**src/rtl/alu_share_arbiter.sv**
```systemverilog
// Round-robin share of one combinational ALU between two requesters: IDLE -> EXEC -> RESP.
// Optional grant counters (gnt_cnt port) are built only when ALU_ARB_STATS_EN is defined.
module alu_share_arbiter #(
    parameter int DATA_W = 32,
    parameter int CNT_W  = 16
) (
    input  logic                  clk,
    input  logic                  rst_n,
    input  logic [1:0]            req_valid,
    output logic [1:0]            req_ready,
    input  logic [7:0]            req_op,
    input  logic [2*DATA_W-1:0]   req_a,
    input  logic [2*DATA_W-1:0]   req_b,
    output logic [3:0]            alu_op,
    output logic [DATA_W-1:0]     alu_a,
    output logic [DATA_W-1:0]     alu_b,
    input  logic [DATA_W-1:0]     alu_result,
    input  logic                  alu_zero,
    output logic                  resp_valid,
    input  logic                  resp_ready,
    output logic                  resp_id,
    output logic [DATA_W-1:0]     resp_result,
    output logic                  resp_zero
`ifdef ALU_ARB_STATS_EN
    ,
    output logic [2*CNT_W-1:0]    gnt_cnt
`endif
);

    typedef enum logic [1:0] {IDLE, EXEC, RESP} state_t;

    state_t              state_q;
    logic                rr_ptr_q;
    logic [3:0]          op_q;
    logic [DATA_W-1:0]   a_q, b_q, result_q;
    logic                id_q, zero_q, resp_valid_q;
    logic                any_vld, gnt;

    // Grant is offered only out of reset so a held request is never accepted while rst_n is low.
    always_comb begin
        any_vld   = |req_valid;
        gnt       = (&req_valid) ? rr_ptr_q : req_valid[1];
        req_ready = 2'b00;
        if (rst_n && state_q == IDLE && any_vld)
            req_ready[gnt] = 1'b1;
    end

    always_ff @(posedge clk) begin
        if (!rst_n) begin
            state_q      <= IDLE;
            rr_ptr_q     <= 1'b0;
            op_q         <= '0;
            a_q          <= '0;
            b_q          <= '0;
            id_q         <= 1'b0;
            result_q     <= '0;
            zero_q       <= 1'b0;
            resp_valid_q <= 1'b0;
        end else begin
            case (state_q)
                IDLE: if (any_vld) begin
                    op_q     <= gnt ? req_op[7:4] : req_op[3:0];
                    a_q      <= gnt ? req_a[2*DATA_W-1:DATA_W] : req_a[DATA_W-1:0];
                    b_q      <= gnt ? req_b[2*DATA_W-1:DATA_W] : req_b[DATA_W-1:0];
                    id_q     <= gnt;
                    rr_ptr_q <= ~gnt;
                    state_q  <= EXEC;
                end
                EXEC: begin
                    result_q     <= alu_result;
                    zero_q       <= alu_zero;
                    resp_valid_q <= 1'b1;
                    state_q      <= RESP;
                end
                RESP: if (resp_ready) begin
                    resp_valid_q <= 1'b0;
                    state_q      <= IDLE;
                end
                default: state_q <= IDLE;
            endcase
        end
    end

    assign alu_op      = op_q;
    assign alu_a       = a_q;
    assign alu_b       = b_q;
    assign resp_valid  = resp_valid_q;
    assign resp_id     = id_q;
    assign resp_result = result_q;
    assign resp_zero   = zero_q;

`ifdef ALU_ARB_STATS_EN
    logic [1:0][CNT_W-1:0] cnt_q;

    // Saturating per-requester grant counters.
    always_ff @(posedge clk) begin
        if (!rst_n) begin
            cnt_q <= '0;
        end else begin
            for (int i = 0; i < 2; i++)
                if (req_ready[i] && cnt_q[i] != {CNT_W{1'b1}})
                    cnt_q[i] <= cnt_q[i] + CNT_W'(1);
        end
    end

    assign gnt_cnt = cnt_q;
`endif

endmodule

```
**config.mk**
```make
export PLATFORM = sky130hd
export DESIGN_NAME = alu_share_arbiter
export DESIGN_NICKNAME = d
export VERILOG_FILES = /design/src/rtl/alu_share_arbiter.sv
export SDC_FILE = /design/constraint.sdc
export NUM_CORES = 1
export LEC_CHECK = 0
export CAP_MARGIN = 20
export CELL_PAD_IN_SITES_DETAIL_PLACEMENT = 1
export CELL_PAD_IN_SITES_GLOBAL_PLACEMENT = 2
export CORE_UTILIZATION = 21
export CTS_CLUSTER_DIAMETER = 30
export CTS_CLUSTER_SIZE = 30
export DETAILED_ROUTE_END_ITERATION = 8
export GPL_ROUTABILITY_DRIVEN = 0
export PLACE_DENSITY = 0.78
export SLEW_MARGIN = 20
export SYNTH_ARGS = -nofsm -noshare
export SYNTH_HDL_FRONTEND = slang
export SYNTH_SLANG_ARGS = --single-unit
```
**constraint.sdc**
```tcl
create_clock -name clk -period 1.9 [get_ports clk]
set_clock_uncertainty 0.15 [all_clocks]
set_input_delay 0.38 -clock clk [delete_from_list [all_inputs] [get_ports clk]]
set_output_delay 0.38 -clock clk [all_outputs]
set_load 0.03 [all_outputs]
```
==> results.md <==
* Actual transition at the worst max-transition pin at 0.4756 ns
* Starting Density at 21.55%
* Cell row count at 56
* Clock tree from TritonCTS: yes
* WHS Path Cells at 2
* Number of vias after detailed routing at 5330
* Antenna violations before repair at 1
* Mapped Area at 5104 µm²
* Clock transition at the registers of the reported paths at 0.07 ns
* Reg2Reg Depth at 5
* Cell area power density at 776.1 nW/µm²
* Path category of the worst min-delay check: reg -> reg
* Met1 track demand over resource in global routing at 19.86%
* Width of the chip at 157.9 µm
* Post-route ant nets at 0
* Largest buffer count on any clock path at 2
* Area Growth Syn to Fin at 65.48%
* Critical path cell sequence: or2_4 -> nor2_4 -> and3_4 -> buf_6
* Number of maximum-capacitance violations at 0
* Fin crit share at 100.9%
* Total core area at 23680 µm²
* Proportion of synthesized chip area in sequential cells at 41.58%
* Top-Level Pins at 279
* Final number of hold-violating endpoints at 0
* Pin count of the biggest net entering global routing at 70
* Drt via density at 4.680
* Layer with the highest usage: met2
* Highest fanout seen on the critical path at 6
* Count of final setup violators at 1
* Wire length per cell after detailed routing at 17.67 µm
* DR iter-0 viols at 195
* Flip-flop and latch count after synthesis at 106
* Startpoint of the lowest-slack hold path: resp_result[14]$_SDFFE_PN0P_
* Worst vdd ir at 360.8 µV
* Number of cells in the design after placement at 1123
* Count of synthesis-stage warnings from yosys at 0
* Reported leakage power at 3.834 nW
* Die Footprint at 24930 µm²
* Worst-Skew Late Latency at 0.34 ns
* Number of max-slew violations in the final report at 0
* Met3 routing resource usage after global routing at 5.584%
* Number of remaining DRC errors at 0
* Total negative slack at -0.01636 ns
* Reg2Reg Launch Point: rr_ptr_q$_SDFFE_PN0P_
* Post-Place Worst Slack at -0.2018 ns
* Global-route met2 utilization at 26.35%
* Destination of the worst hold path: resp_result[14]$_SDFFE_PN0P_
* R2R setup slack at 0.27 ns
* Worst slew slack as a fraction of its limit at 68.30%
* RSZ-0062 raised after global routing: true
* Crit path required time at 1.37 ns
* Count of unique library cells instantiated by Yosys at 26
* Share of cells above drive strength 1 at 7.073%
* Number of hold buffers added after cts at 0
* Minimum period implied by the final worst setup slack at 1.916 ns
* Arrival time at the worst endpoint at 1.39 ns
* Count of buffering cells on the critical path with inverters included at 1
* Global-route wire length before repair at 30970 µm
* Reg2reg end: alu_op[3]$_SDFFE_PN0P_
* Post-DP HPWL at 14190 µm
* Cts bufs inserted at 9
* Syn Nets at 745
* Fin cells at 1139
* DIE HEIGHT at 157.9 µm
* I/O Buffers at 278
* Sort of element at the end of the critical path: output port
* Avg Synthesized Cell Area at 8.938 µm²
* CTS root buffer: sky130_fd_sc_hd__clkbuf_16
* Number of instances in the synthesized netlist at 571
* Routed WL at 20120 µm
* Total GRT Usage at 16.08%
* Upper clock frequency limit at 0.5218 GHz
* Post-layout worst setup margin at -0.01636 ns
* Total number of H-tree levels at 3
* 1st-pass router iterations at 4
* Final cell utilization of the core at 35.66%
* Maximum single-stage delay on the critical path at 0.36 ns
* Number of antenna cells inserted at 0
* Count of clock tree sinks at 106
* Number of global-route vias before repair at 5377
* Kind of critical path: reg -> out
* Critical path startpoint category: flop
* Crit-path leading delay family: simple AND/OR/NAND/NOR gates
* Total congestion overflow at 0
* Run status: complete, but fails checks
* Final layout net count at 990
* Violated checks: negative setup slack
* Slowest CP cell: sky130_fd_sc_hd__dfxtp_4
## power by group
group	switching, mW	total [mW]	leakage [nW]	internal, mW
clock network	0.882	1.77	0.114	0.885
registers	0.111	2.57	0.877	2.46
logic	1.21	2.22	2.84	1.01
total	2.20	6.55	3.83	4.35
## worst min-delay path, stage by stage (launching register included)
cell and delay (ns):
sky130_fd_sc_hd__dfxtp_1 0.31, sky130_fd_sc_hd__nand2_1 0.05, sky130_fd_sc_hd__a21oi_1 0.05
## sequential cells by signal, summed over array words and instances, names as in the netlist
name	count
resp_id	1
resp_zero	1
alu_op	4
resp_valid	1
state_q	2
rr_ptr_q	1
resp_result	32
alu_a	32
alu_b	32
## Yosys cell counts (all sizes together)
| cell | instances | area (µm²) |
|---|---|---|
| dfxtp | 106 | 2122 |
| and3 | 69 | 431.7 |
| a21boi | 68 | 510.5 |
| o21bai | 68 | 510.5 |
| o311a | 68 | 680.7 |
| nand2 | 67 | 251.5 |
| clkbuf | 41 | 155.1 |
| a21oi | 35 | 175.2 |
| buf | 31 | 162.7 |
| nor2 | 5 | 21.27 |
| o21ai | 3 | 15.01 |
| nand2b | 2 | 15.02 |
| inv | 1 | 3.750 |
| nand3 | 1 | 5.000 |
| nand3b | 1 | 7.510 |
| nor2b | 1 | 6.260 |
| nor3 | 1 | 5.000 |
| o211a | 1 | 10.01 |
| or2 | 1 | 6.260 |
| or3b | 1 | 8.760 |
## per-stage QoR
stage          instance area [µm²]  hold WS, ns  total power [mW]
6_report                      8446       0.3020             6.555
4_1_cts                       8427       0.3056             6.697
5_1_grt                       8446       0.3176             6.951
3_3_place_gp                  8272       0.2921             5.004
2_1_floorplan                 5109       0.3133             3.892
3_5_place_dp                  8272       0.2975             5.028
## cells by family (layout without fill, tap and decap cells)
kind of cell	after synthesis	in the layout	synth area share [%]
compound gates	243	243	37.26
buf+inv	73	322	6.300
flops	106	106	41.58
simple gates	149	149	14.86
## cell type report
cell class,instances,area (µm²)
inverter,1,3.754
clock buffer,11,232.7
fill,2783,15240
timing repair buffer,306,2944
clock inverter,4,30.03
tap,319,399.1
sequential,106,2130
multi-input combinational,392,2706
## per-layer routing
| metal | routed length, µm | vias to the layer above |
|---|---|---|
| met2 | 9311 | 180 |
| met5 | 10 | - |
| met1 | 8730 | 2530 |
| met3 | 1806 | 17 |
| li1 | - | 2601 |
| met4 | 263 | 2 |
## cell usage in the layout (no fill, tap or decap), types with 4 or more instances in the layout
master and n:
sky130_fd_sc_hd__nand2_1 67, sky130_fd_sc_hd__clkinvlp_4 4, sky130_fd_sc_hd__dfxtp_1 104, sky130_fd_sc_hd__a21oi_1 35
sky130_fd_sc_hd__buf_12 7, sky130_fd_sc_hd__buf_4 24, sky130_fd_sc_hd__and3_1 68, sky130_fd_sc_hd__clkdlybuf4s50_1 170
sky130_fd_sc_hd__a21boi_0 68, sky130_fd_sc_hd__dlygate4sd2_1 102, sky130_fd_sc_hd__o21bai_1 68, sky130_fd_sc_hd__o311a_1 68
sky130_fd_sc_hd__clkbuf_16 9
## worst max-delay path by stage
stage / from / end / slack [ns] / cells past startpoint
final: state_q[0]$_SDFFE_PN0P_ / req_ready[0] / -0.02 / 4
after global routing: state_q[0]$_SDFFE_PN0P_ / req_ready[0] / -0.08 / 4
after CTS: state_q[1]$_SDFFE_PN0P_ / req_ready[0] / -0.06 / 4
after detailed placement: req_valid[0] / req_ready[0] / -0.20 / 6
after global placement: req_valid[0] / req_ready[0] / -0.18 / 6
after floorplan: rst_n / req_ready[1] / 0.05 / 4
## timing repair
item | 4_1_cts | 5_1_grt
setup endpoints to repair | 103 | 3
gates cloned | 0 | 0
resized for setup | 107 | 6
pin swaps | 0 | 2
setup buffers | 1 | 0
No activity file was read; power rests on OpenSTA's default activity.
